**src/rtl/fb_pkg.sv**
```systemverilog
`default_nettype none
// ----------------------------------------------------------------------------
// fb_pkg : frame-buffer geometry defaults and arbiter state encoding
// Revision 1.0
// ----------------------------------------------------------------------------
package fb_pkg;

    localparam int FB_DATA_W = 36;
    localparam int FB_ADDR_W = 12;
    localparam int FB_DEPTH  = 3200;

    typedef enum logic [1:0] {
        S_IDLE = 2'd0,
        S_DISP = 2'd1,
        S_HOST = 2'd2
    } fb_state_t;

endpackage
`default_nettype wire

```
**src/rtl/fb_arbiter_if.sv**
```systemverilog
`default_nettype none
// ----------------------------------------------------------------------------
// fb_arbiter_if : display, host, swap and RAM signals of the frame-buffer arbiter
// Revision 1.0
// ----------------------------------------------------------------------------
interface fb_arbiter_if
    import fb_pkg::*;
#(
    parameter int DATA_W = FB_DATA_W,
    parameter int ADDR_W = FB_ADDR_W
);

    logic              i_disp_req;
    logic [ADDR_W-1:0] i_disp_addr;
    logic              o_disp_ack;
    logic              o_disp_valid;
    logic [DATA_W-1:0] o_disp_data;

    logic              i_wr_req;
    logic [ADDR_W-1:0] i_wr_addr;
    logic [DATA_W-1:0] i_wr_data;
    logic              o_wr_ack;
    logic              o_wr_err;

    logic              i_swap_req;
    logic              i_frame_end;
    logic              o_swap_pending;
    logic              o_swap_done;
    logic              o_front_bank;

    logic [ADDR_W:0]   o_mem_addr;
    logic              o_mem_we;
    logic [DATA_W-1:0] o_mem_wdata;
    logic [DATA_W-1:0] i_mem_rdata;

    modport master (
        output i_disp_req, i_disp_addr, i_wr_req, i_wr_addr, i_wr_data,
               i_swap_req, i_frame_end, i_mem_rdata,
        input  o_disp_ack, o_disp_valid, o_disp_data, o_wr_ack, o_wr_err,
               o_swap_pending, o_swap_done, o_front_bank,
               o_mem_addr, o_mem_we, o_mem_wdata
    );

    modport slave (
        input  i_disp_req, i_disp_addr, i_wr_req, i_wr_addr, i_wr_data,
               i_swap_req, i_frame_end, i_mem_rdata,
        output o_disp_ack, o_disp_valid, o_disp_data, o_wr_ack, o_wr_err,
               o_swap_pending, o_swap_done, o_front_bank,
               o_mem_addr, o_mem_we, o_mem_wdata
    );

endinterface
`default_nettype wire

```
**src/rtl/fb_arbiter.sv**
```systemverilog
`default_nettype none
// ----------------------------------------------------------------------------
// fb_arbiter : display-priority arbiter and front/back bank owner for the frame-buffer RAM
// Revision 1.0
// ----------------------------------------------------------------------------
module fb_arbiter
    import fb_pkg::*;
#(
    parameter int DATA_W = FB_DATA_W,
    parameter int ADDR_W = FB_ADDR_W,
    parameter int DEPTH  = FB_DEPTH
) (
    input  logic        i_clk,
    input  logic        i_rst_n,
    fb_arbiter_if.slave bus
);

    localparam logic [ADDR_W:0] DEPTH_EXT = (ADDR_W + 1)'(DEPTH);

    fb_state_t         state;
    logic              front_bank;
    logic              swap_pending;
    logic              swap_done;
    logic              swap_fire;
    logic              front_nxt;
    logic              wr_legal;
    logic              disp_ack;
    logic              disp_valid;
    logic              wr_ack;
    logic              wr_err;
    logic              mem_we;
    logic [ADDR_W:0]   mem_addr;
    logic [DATA_W-1:0] mem_wdata;
    logic [DATA_W-1:0] data_hold;

    // Commands issued in the cycle a swap lands must already see the new bank.
    assign swap_fire = bus.i_frame_end && (swap_pending || bus.i_swap_req);
    assign front_nxt = swap_fire ? ~front_bank : front_bank;
    assign wr_legal  = ({1'b0, bus.i_wr_addr} < DEPTH_EXT);

    always_ff @(posedge i_clk) begin
        if (!i_rst_n) begin
            front_bank   <= 1'b0;
            swap_pending <= 1'b0;
            swap_done    <= 1'b0;
        end else begin
            front_bank   <= front_nxt;
            swap_done    <= swap_fire;
            swap_pending <= !swap_fire && (swap_pending || bus.i_swap_req);
        end
    end

    // A requester granted in this slot is excluded from the next one.
    always_ff @(posedge i_clk) begin
        if (!i_rst_n) begin
            state      <= S_IDLE;
            disp_ack   <= 1'b0;
            disp_valid <= 1'b0;
            wr_ack     <= 1'b0;
            wr_err     <= 1'b0;
            mem_we     <= 1'b0;
            mem_addr   <= '0;
            mem_wdata  <= '0;
            data_hold  <= '0;
        end else begin
            disp_ack   <= 1'b0;
            wr_ack     <= 1'b0;
            mem_we     <= 1'b0;
            disp_valid <= disp_ack;
            if (disp_valid) begin
                data_hold <= bus.i_mem_rdata;
            end
            if (bus.i_disp_req && state != S_DISP) begin
                state    <= S_DISP;
                disp_ack <= 1'b1;
                mem_addr <= {front_nxt, bus.i_disp_addr};
            end else if (bus.i_wr_req && state != S_HOST) begin
                state     <= S_HOST;
                wr_ack    <= 1'b1;
                mem_we    <= wr_legal;
                mem_addr  <= {~front_nxt, bus.i_wr_addr};
                mem_wdata <= bus.i_wr_data;
                if (!wr_legal) begin
                    wr_err <= 1'b1;
                end
            end else begin
                state <= S_IDLE;
            end
        end
    end

    // RAM data arrives one cycle after the read command, aligned with disp_valid.
    assign bus.o_disp_data    = disp_valid ? bus.i_mem_rdata : data_hold;
    assign bus.o_disp_ack     = disp_ack;
    assign bus.o_disp_valid   = disp_valid;
    assign bus.o_wr_ack       = wr_ack;
    assign bus.o_wr_err       = wr_err;
    assign bus.o_swap_pending = swap_pending;
    assign bus.o_swap_done    = swap_done;
    assign bus.o_front_bank   = front_bank;
    assign bus.o_mem_addr     = mem_addr;
    assign bus.o_mem_we       = mem_we;
    assign bus.o_mem_wdata    = mem_wdata;

endmodule
`default_nettype wire

```
**src/flat_wrapper.sv**
```systemverilog
// flat-port wrapper written by rule: the top's interface ports become plain ports
module fb_arbiter_flat import fb_pkg::*;
#(
    parameter int DATA_W = FB_DATA_W,
    parameter int ADDR_W = FB_ADDR_W,
    parameter int DEPTH  = FB_DEPTH
)
  (i_clk, i_rst_n, bus_i_disp_req, bus_i_disp_addr, bus_i_wr_req, bus_i_wr_addr, bus_i_wr_data, bus_i_swap_req, bus_i_frame_end, bus_i_mem_rdata, bus_o_disp_ack, bus_o_disp_valid, bus_o_disp_data, bus_o_wr_ack, bus_o_wr_err, bus_o_swap_pending, bus_o_swap_done, bus_o_front_bank, bus_o_mem_addr, bus_o_mem_we, bus_o_mem_wdata);
  fb_arbiter_if #(.DATA_W(DATA_W), .ADDR_W(ADDR_W)) bus_i ();
  input  logic i_clk;
  input  logic i_rst_n;
  input wire logic [$bits(bus_i.i_disp_req)-1:0] bus_i_disp_req;
  input wire logic [$bits(bus_i.i_disp_addr)-1:0] bus_i_disp_addr;
  input wire logic [$bits(bus_i.i_wr_req)-1:0] bus_i_wr_req;
  input wire logic [$bits(bus_i.i_wr_addr)-1:0] bus_i_wr_addr;
  input wire logic [$bits(bus_i.i_wr_data)-1:0] bus_i_wr_data;
  input wire logic [$bits(bus_i.i_swap_req)-1:0] bus_i_swap_req;
  input wire logic [$bits(bus_i.i_frame_end)-1:0] bus_i_frame_end;
  input wire logic [$bits(bus_i.i_mem_rdata)-1:0] bus_i_mem_rdata;
  output wire logic [$bits(bus_i.o_disp_ack)-1:0] bus_o_disp_ack;
  output wire logic [$bits(bus_i.o_disp_valid)-1:0] bus_o_disp_valid;
  output wire logic [$bits(bus_i.o_disp_data)-1:0] bus_o_disp_data;
  output wire logic [$bits(bus_i.o_wr_ack)-1:0] bus_o_wr_ack;
  output wire logic [$bits(bus_i.o_wr_err)-1:0] bus_o_wr_err;
  output wire logic [$bits(bus_i.o_swap_pending)-1:0] bus_o_swap_pending;
  output wire logic [$bits(bus_i.o_swap_done)-1:0] bus_o_swap_done;
  output wire logic [$bits(bus_i.o_front_bank)-1:0] bus_o_front_bank;
  output wire logic [$bits(bus_i.o_mem_addr)-1:0] bus_o_mem_addr;
  output wire logic [$bits(bus_i.o_mem_we)-1:0] bus_o_mem_we;
  output wire logic [$bits(bus_i.o_mem_wdata)-1:0] bus_o_mem_wdata;
  assign bus_i.i_disp_req = bus_i_disp_req;
  assign bus_i.i_disp_addr = bus_i_disp_addr;
  assign bus_i.i_wr_req = bus_i_wr_req;
  assign bus_i.i_wr_addr = bus_i_wr_addr;
  assign bus_i.i_wr_data = bus_i_wr_data;
  assign bus_i.i_swap_req = bus_i_swap_req;
  assign bus_i.i_frame_end = bus_i_frame_end;
  assign bus_i.i_mem_rdata = bus_i_mem_rdata;
  assign bus_o_disp_ack = bus_i.o_disp_ack;
  assign bus_o_disp_valid = bus_i.o_disp_valid;
  assign bus_o_disp_data = bus_i.o_disp_data;
  assign bus_o_wr_ack = bus_i.o_wr_ack;
  assign bus_o_wr_err = bus_i.o_wr_err;
  assign bus_o_swap_pending = bus_i.o_swap_pending;
  assign bus_o_swap_done = bus_i.o_swap_done;
  assign bus_o_front_bank = bus_i.o_front_bank;
  assign bus_o_mem_addr = bus_i.o_mem_addr;
  assign bus_o_mem_we = bus_i.o_mem_we;
  assign bus_o_mem_wdata = bus_i.o_mem_wdata;
  fb_arbiter #(.DATA_W(DATA_W), .ADDR_W(ADDR_W), .DEPTH(DEPTH)) u_core (.i_clk(i_clk), .i_rst_n(i_rst_n), .bus(bus_i));
endmodule
```
**config.mk**
```make
export PLATFORM = sky130hd
export DESIGN_NAME = fb_arbiter_flat
export DESIGN_NICKNAME = d
export VERILOG_FILES = /design/src/rtl/fb_pkg.sv /design/src/rtl/fb_arbiter_if.sv /design/src/rtl/fb_arbiter.sv /design/src/flat_wrapper.sv
export SDC_FILE = /design/constraint.sdc
export NUM_CORES = 1
export LEC_CHECK = 0
export BUFFER_PORTS_ARGS = -buffer_cell sky130_fd_sc_hd__buf_2
export CAP_MARGIN = 20
export CORE_MARGIN = 2
export CORE_UTILIZATION = 48
export CTS_CLUSTER_DIAMETER = 200
export DETAILED_ROUTE_END_ITERATION = 7
export GPL_TIMING_DRIVEN = 0
export PLACE_DENSITY = 0.82
export SLEW_MARGIN = 5
export SYNTH_ARGS = -nofsm -noshare
export SYNTH_HDL_FRONTEND = slang
export SYNTH_SLANG_ARGS = --single-unit
```
**constraint.sdc**
```tcl
create_clock -name i_clk -period 2.8 [get_ports i_clk]
set_clock_uncertainty 0.15 [all_clocks]
set_input_delay 0.56 -clock i_clk [delete_from_list [all_inputs] [get_ports i_clk]]
set_output_delay 0.56 -clock i_clk [all_outputs]
set_load 0.01 [all_outputs]
```
### Word-level counts from Yosys, hierarchy flattened

Cells that the tools add are included.

| cells by class | value |
|---|---|
| reductions and logical operators | 11 |
| $lt $le $gt $ge | 1 |
| bitwise operators | 6 |
| muxes and demuxes | 8 |
| eq/ne operators | 2 |

Operators with widths:

| kind | count |
|---|---|
| $mux W36 | 1 |
| $mux W13 | 2 |
| $lt A12 B12 Y1 const B | 1 |
| $not A1 Y1 | 6 |
| $logic_and A1 B1 Y1 | 4 |
| $mux W1 | 4 |
| $reduce_and A3 Y1 | 1 |
| $reduce_or A3 Y1 | 1 |
| $mux W2 | 1 |
| $ne A2 B1 Y1 const B | 1 |
| $ne A2 B2 Y1 const B | 1 |
| $reduce_and A2 Y1 | 1 |
| $reduce_bool A2 Y1 | 1 |
| $reduce_or A2 Y1 | 1 |
| $logic_not A1 Y1 | 1 |
| $logic_or A1 B1 Y1 | 1 |

| storage, ports and cells | value |
|---|---|
| register bits after elaboration | 95 |
| input port bits | 102 |
| logic and storage cells | 41 |
| output and inout port bits | 93 |

### Longest topological paths before layout

Gate-level depths: netlist of the first run.

| logic depth | value |
|---|---|
| depth in word-level cells | 6 |
| gate-level depth with buffers | 7 |
| gate-level depth less buffers | 4 |

### Least setup slack after synthesis of the first run

No wires, ideal clock.

| timing | value |
|---|---|
| path kind | register to output |
| start point | register u_core.disp_valid, in the netlist u_core.bus.o_disp_valid |
| end point | output port bus_o_disp_data[10] |
| path slack | 0.933 ns |
| arrival time | 1.157 ns |
| cell stages (with the launch flop) | 4 |
| buffers on the path | 2 |
| required time | 2.090 ns |
| cell sequence | dfxtp_1 -> buf_2 -> buf_2 -> mux2_2 |

| on the way | value |
|---|---|
| longest elaborated chain between the ends | 1 |

RTL lines:

| element | line | text |
|---|---|---|
| from (decl) | fb_arbiter.sv:28 | `logic disp_valid;` |
| from (signal assigned) | fb_arbiter.sv:69 | `disp_valid <= disp_ack;` |
| $mux W36 | fb_arbiter.sv:93 | `assign bus.o_disp_data = disp_valid ? bus.i_mem_rdata : data_hold;` |
| to (decl) | flat_wrapper.sv:22 | `output wire logic [$bits(bus_i.o_disp_data)-1:0] bus_o_disp_data;` |

No other way between the ends.

### Worst setup path after layout of the first run

| timing | value |
|---|---|
| start point | register u_core.disp_valid, in the netlist u_core.bus.o_disp_valid |
| end point | output port bus_o_disp_data[12] |

Same word-level chain as after synthesis.

==> out/summary.txt, run 1 <==
Worst-Margin Slew: 583.8 ps
core area: 7607 µm²
CP startpoint kind: flop
CTS resizes: 0
status: complete, no violations
H-tree Lvls: 3
sequential power share: 0.501
Via-to-Cell Ratio: 4.859
P_int: 2.115 mW
WL final: 9208 µm
WP buf/inv: 3
Min-Delay Path Class: input pin to flop
Min-Delay Startpoint: bus_i_frame_end
largest net degree at the start of global routing: 17
Clock Path Buffers: 2
hold worst-path end: u_core.bus.o_swap_pending$_SDFF_PN0_
Clock power frac: 0.345
Final Hold Fails: 0
cell area after synthesis: 3712 µm²
Worst Setup End Kind: output port
antenna violations before repair: 0
sw frac: 0.2540
CTS buffer count: 9
largest area contributor in the synthesized netlist: dfxtp_1
DR iter-0 viols: 82
WHS Path Cells: 2
Die X: 91.95 µm
reg2reg setup slack: 1040 ps
WP data arrival: 1700 ps
Initial Utilization: 0.4880
CP max FO: 10
nets@finish: 692
Synth Net Count: 488
worst skew pair latency: 340 ps
Power Total: 2.835 mW
vias post-DR: 3387
Die Y: 91.95 µm
GRT Resource Usage Total: 0.2174
critical path's most frequent cell: buf_2
final max-slew violation count: 0
per-cell routed wire length: 13.21 µm
global-route wire length before repair: 14780 µm
port bufs: 193
worst vdd ir: 347.3 µV
Clock Sinks: 93
fin util: 0.6609
Area growth, synth to finish: 35.42%
Fillers: 683
post-synthesis sequential area ratio: 0.5015
CP cell instances: buf_2 -> buf_2 -> mux2_2 -> buf_2
synth unique cells: 25
CTS tree: yes
vias in the first global route: 3168
GR Overflow Total: 0
FF/Latch Area: 1862 µm²
post-layout min period: 2407 ps
Crit Path Category: flop to output port
die area: 8454 µm²
Pwr per Cell Area: 563.9 nW/µm²
YS warnings: 0
static leakage: 2.497 nW
unrepaired setup endpoints after global routing: false
hold buffers post-CTS: 0
footprint of the multi-input gates: 1653 µm²
period utilization: 0.8595
CP top delay family: buffers and inverters
Site Rows: 32
dpl hpwl: 7274 µm
reg2reg start: u_core.state[1]$_SDFF_PP0_
max frequency: 415.5 MHz
CP max stage cell: mux2_2
clk root buf: clkbuf_8
layout cells sized above 1: 0.4437
Worst EP required: 2090 ps
drt drc: 0
# Post-CTS Setup Buffers: 0
Reg clk slew, reported paths: 90 ps
Rel. slew slack: 0.6082
Yosys top cell area share: 0.5015
number of max-cap violations: 0
setup TNS: 0 ps
top cells by area, synth: dfxtp_1 (50%), mux2_2 (11%), a21boi_1 (8.3%)
post-synthesis register bit count: 93
Placer Congestion: 0.8199
Ports: 195
drt pass-1 iters: 4
n_diodes: 0
reg2reg end: u_core.bus.o_mem_addr[3]$_SDFFE_PN0P_
cell depth of the worst flop-to-flop path: 5
Detail Route Antenna Nets: 0
Synth Instances: 386
Gate power share: 0.154
Setup Viol. Count Final: 0
Critical Path Max Stage Delay: 380 ps
Net Sw Power: 0.7201 mW
syn_area_per_cell: 9.617 µm²
==> synth_stat cells <==
master / instances
a21boi_0: 1
a21boi_1: 41
a21boi_2: 1
a21oi_1: 7
a221o_1: 5
a32oi_1: 7
and2_1: 37
and3_1: 1
buf_2: 11
buf_6: 6
clkbuf_1: 10
dfxtp_1: 93
inv_1: 10
mux2_2: 36
nand2_1: 79
nand2b_1: 8
nor2_1: 6
nor2b_1: 7
o21a_1: 1
o21ai_0: 11
o21ai_1: 4
o21ai_4: 1
o22ai_1: 1
o311a_1: 1
xor2_1: 1
==> power by group through the flow <==
stage          Sequential (mW)  Combinational (mW)  Clock, mW
5_1_grt                   1.43               0.482       1.06
6_report                  1.42               0.436      0.977
3_5_place_dp              1.45               0.440          0
2_1_floorplan             1.48               0.216          0
4_1_cts                   1.42               0.441       1.01
3_3_place_gp              1.45               0.429          0
==> final cells by class <==
cell class / count / share of cell area
clock inverter: 7 / 0.01941
inverter: 10 / 0.007466
clock buffer: 9 / 0.02464
sequential: 93 / 0.3703
multi-input combinational: 256 / 0.3288
buffer: 27 / 0.03186
timing repair buffer: 193 / 0.1921
tap: 102 / 0.02539
==> sequential cells by signal, summed over array words and instances (netlist names) <==
name,cells
u_core.bus.o_mem_wdata,36
u_core.data_hold,36
u_core.bus.o_mem_addr,13
u_core.bus.o_disp_ack,1
u_core.bus.o_disp_valid,1
u_core.bus.o_front_bank,1
u_core.bus.o_mem_we,1
u_core.bus.o_swap_done,1
u_core.bus.o_swap_pending,1
u_core.bus.o_wr_err,1
u_core.state,1
==> per-layer routing <==
metal  GRT usage  share of wire
met5           0              0
met4     0.05597         0.0072
met3     0.04684          0.069
met2      0.3983           0.51
met1      0.2570           0.41
==> kinds of logic (layout without fill, tap and decap cells) <==
kind of cell,count (synthesis),in the layout,share of synthesized area
AND/OR/NAND/NOR,138,138,0.1753
flip-flops,93,93,0.5015
AO/OA/AOI/OAI,81,81,0.1584
buffers and inverters,37,246,0.05325
multiplexers,36,36,0.1092
XOR/XNOR,1,1,0.002360
==> placed cells by master, fill, tap and decap left out <==
cell type,Yosys,layout
bufinv_16,0,2
o22ai_1,1,1
o21ai_1,4,4
o311a_1,1,1
buf_2,11,204
a32oi_1,7,7
a21boi_0,1,1
clkbuf_8,0,9
nand2_1,79,79
a21oi_1,7,7
nand2b_1,8,8
and3_1,1,1
a221o_1,5,5
a21boi_2,1,1
and2_1,37,37
inv_6,0,1
o21ai_0,11,11
a21boi_1,41,41
xor2_1,1,1
dfxtp_1,93,93
clkinvlp_4,0,1
clkbuf_1,10,10
inv_1,10,10
buf_6,6,6
clkinv_2,0,2
nor2_1,6,6
o21ai_4,1,1
mux2_2,36,36
nor2b_1,7,7
o21a_1,1,1
inv_8,0,1
==> how the worst max path moves through the flow <==
| stage | startpoint | to | slack [ps] | cells past startpoint |
|---|---|---|---|---|
| CTS | u_core.bus.o_disp_valid$_SDFF_PN0_ | bus_o_disp_data[12] | 360 | 4 |
| finish | u_core.bus.o_disp_valid$_SDFF_PN0_ | bus_o_disp_data[12] | 390 | 4 |
| global placement | u_core.bus.o_disp_valid$_SDFF_PN0_ | bus_o_disp_data[12] | 770 | 4 |
| floorplan | u_core.bus.o_disp_valid$_SDFF_PN0_ | bus_o_disp_data[10] | 930 | 3 |
| detailed placement | bus_i_disp_req | u_core.bus.o_mem_addr[0]$_SDFFE_PN0P_ | 740 | 5 |
| global route | u_core.bus.o_disp_valid$_SDFF_PN0_ | bus_o_disp_data[6] | 280 | 4 |
==> through the flow <==
| step | setup slack [ps] | hold slack, ps | std cells | area (µm²) |
|---|---|---|---|---|
| 4_1_cts | 363.7 | 239.4 | 697 | 5027 |
| 5_1_grt | 284.2 | 244.0 | 697 | 5027 |
| 2_1_floorplan | 933.4 | 328.2 | 386 | 3712 |
| 3_5_place_dp | 742.2 | 292.6 | 681 | 4806 |
| 3_3_place_gp | 772.9 | 287.6 | 681 | 4806 |
| 6_report | 393.3 | 253.5 | 697 | 5027 |
Note: power is estimated with default switching activity, not from simulation.
==> run 2: changes to the inputs <==
--- a/config.mk
+++ b/config.mk
@@ -7,7 +7,7 @@
 export LEC_CHECK = 0
 export BUFFER_PORTS_ARGS = -buffer_cell sky130_fd_sc_hd__buf_2
 export CAP_MARGIN = 20
-export CORE_MARGIN = 2
+export CORE_MARGIN = 4
 export CORE_UTILIZATION = 48
 export CTS_CLUSTER_DIAMETER = 200
 export DETAILED_ROUTE_END_ITERATION = 7
==> run 2 against run 1 <==
Net effect:
- final area decreased by 1.0%
- largest cell class unchanged
- combinational power increased by 1%
- critical endpoint unchanged
- worst hold slack got worse by 5.0 ps
- via count about the same
- power decreased by 5.6%
- wire length increased by 8.8%
==> out/summary.txt, run 2 (synthesized netlist as in run 1, its figures left out) <==
Pwr per Cell Area: 537.6 nW/µm² (was 563.9 nW/µm²)
Initial Utilization: 0.5037 (was 0.4880)
n_diodes: 0 (unchanged)
most common cell after layout, fill and taps aside: buf_2 (unchanged)
CP max FO: 10 (unchanged)
worst vdd ir: 309.9 µV (was 347.3 µV)
cell depth of the worst flop-to-flop path: 5 (unchanged)
Reg clk slew, reported paths: 90 ps (about the same)
worst skew pair latency: 340 ps (about the same)
CP max stage cell: mux2_2 (unchanged)
# Post-CTS Setup Buffers: 0 (unchanged)
max frequency: 407.3 MHz (was 415.5 MHz)
antenna violations before repair: 0 (unchanged)
Detail Route Antenna Nets: 0 (unchanged)
Critical Path Max Stage Delay: 400 ps (was 380 ps)
Power Total: 2.676 mW (was 2.835 mW)
clk root buf: clkbuf_8 (unchanged)
static leakage: 2.475 nW (was 2.497 nW)
final max-slew violation count: 0 (unchanged)
per-cell routed wire length: 14.43 µm (was 13.21 µm)
Site Rows: 31 (was 32)
CTS buffer count: 9 (unchanged)
unrepaired setup endpoints after global routing: false (unchanged)
WP data arrival: 1750 ps (was 1700 ps)
Final Hold Fails: 0 (unchanged)
sw frac: 0.2739 (was 0.2540)
WL final: 10020 µm (was 9208 µm)
CP startpoint kind: flop (unchanged)
Worst-Margin Slew: 586.1 ps (was 583.8 ps)
largest net degree at the start of global routing: 17 (unchanged)
Setup Viol. Count Final: 0 (unchanged)
status: complete, no violations (unchanged)
Net Sw Power: 0.7330 mW (was 0.7201 mW)
Clock Path Buffers: 2 (unchanged)
drt pass-1 iters: 4 (unchanged)
post-layout min period: 2455 ps (was 2407 ps)
port bufs: 193 (unchanged)
Placer Congestion: 0.8060 (was 0.8199)
most frequent cells in the layout: buf_2 (204), dfxtp_1 (93), nand2_1 (79) (unchanged)
vias in the first global route: 3328 (was 3168)
Min-Delay Path Class: input pin to flop (unchanged)
DR iter-0 viols: 62 (was 82)
P_int: 1.943 mW (was 2.115 mW)
critical path's most frequent cell: buf_2 (unchanged)
vias post-DR: 3389 (was 3387)
period utilization: 0.8769 (was 0.8595)
GRT Resource Usage Total: 0.2147 (was 0.2174)
nets@finish: 692 (unchanged)
CP cell instances: buf_2 -> buf_2 -> mux2_2 -> buf_2 (unchanged)
Crit Path Category: flop to output port (unchanged)
Via-to-Cell Ratio: 4.883 (was 4.859)
layout cells sized above 1: 0.4403 (was 0.4437)
core area: 7370 µm² (was 7607 µm²)
Clock Sinks: 93 (unchanged)
Ports: 195 (unchanged)
Worst Setup End Kind: output port (unchanged)
hold buffers post-CTS: 0 (unchanged)
Worst EP required: 2090 ps (about the same)
drt drc: 0 (unchanged)
Fillers: 645 (was 683)
GR Overflow Total: 0 (unchanged)
dpl hpwl: 7931 µm (was 7274 µm)
Gate power share: 0.165 (was 0.154)
WHS Path Cells: 2 (unchanged)
CTS tree: yes (unchanged)
Die Y: 95.95 µm (was 91.95 µm)
sequential power share: 0.532 (was 0.501)
H-tree Lvls: 3 (unchanged)
Rel. slew slack: 0.6093 (was 0.6082)
global-route wire length before repair: 15300 µm (was 14780 µm)
Clock power frac: 0.304 (was 0.345)
number of max-cap violations: 0 (unchanged)
Die X: 95.95 µm (was 91.95 µm)
die area: 9205 µm² (was 8454 µm²)
CTS resizes: 0 (unchanged)
Area growth, synth to finish: 34.07% (was 35.42%)
setup TNS: 0 ps (unchanged)
-- run 2: path summary, 6_finish.rpt --
check,end,slack [ps],start
hold / removal,u_core.bus.o_swap_pending$_SDFF_PN0_,250,bus_i_frame_end
setup reg to reg,u_core.bus.o_mem_addr[2]$_SDFFE_PN0P_,1050,u_core.state[1]$_SDFF_PP0_
setup / recovery,bus_o_disp_data[12],340,u_core.bus.o_disp_valid$_SDFF_PN0_
hold reg to reg,u_core.bus.o_mem_wdata[5]$_SDFFE_PN0P_,310,u_core.bus.o_mem_wdata[5]$_SDFFE_PN0P_
-- run 2: layout make-up --
| cell class | instances | area [µm²] | area share |
|---|---|---|---|
| tap | 99 | 123.9 | 0.02489 |
| multi-input combinational | 256 | 1653 | 0.3321 |
| buffer | 27 | 160.2 | 0.03218 |
| timing repair buffer | 193 | 965.9 | 0.1941 |
| clock buffer | 11 | 131.4 | 0.02640 |
| inverter | 10 | 37.54 | 0.007541 |
| clock inverter | 5 | 43.79 | 0.008798 |
| sequential | 93 | 1862 | 0.3741 |
-- run 2: power by group through the flow --
stage | clock, mW | combinational (mW) | sequential (mW)
floorplan | 0 | 0.216 | 1.48
CTS | 0.835 | 0.445 | 1.42
finish | 0.813 | 0.441 | 1.42
global route | 0.896 | 0.489 | 1.43
global placement | 0 | 0.434 | 1.45
detailed placement | 0 | 0.444 | 1.45
-- run 2: routing by layer --
metal	GRT usage	vias to the layer above	share of wire
met3	0.06959	8	0.10
li1	-	1693	-
met2	0.3914	149	0.50
met1	0.2336	1539	0.39
met4	0.06991	0	0.012
met5	0	-	0
-- run 2: critical path, delay by kind of cell, from the launching register on --
kind,cells,cell delay (ps)
multiplexers,1,400
flip-flops,1,330
buffers and inverters,3,680
-- run 2: per-stage QoR --
step	area (µm²)	utilization	setup WS, ps	instances	hold WS (ps)
after floorplan	3712	-	933.4	386	328.2
after global placement	4802	0.6516	586.6	678	288.6
after detailed placement	4802	0.6516	607.9	678	294.8
after CTS	4977	0.6754	304.3	694	230.5
after global routing	4977	0.6754	246.9	694	239.0
final	4977	0.6754	344.8	694	248.5
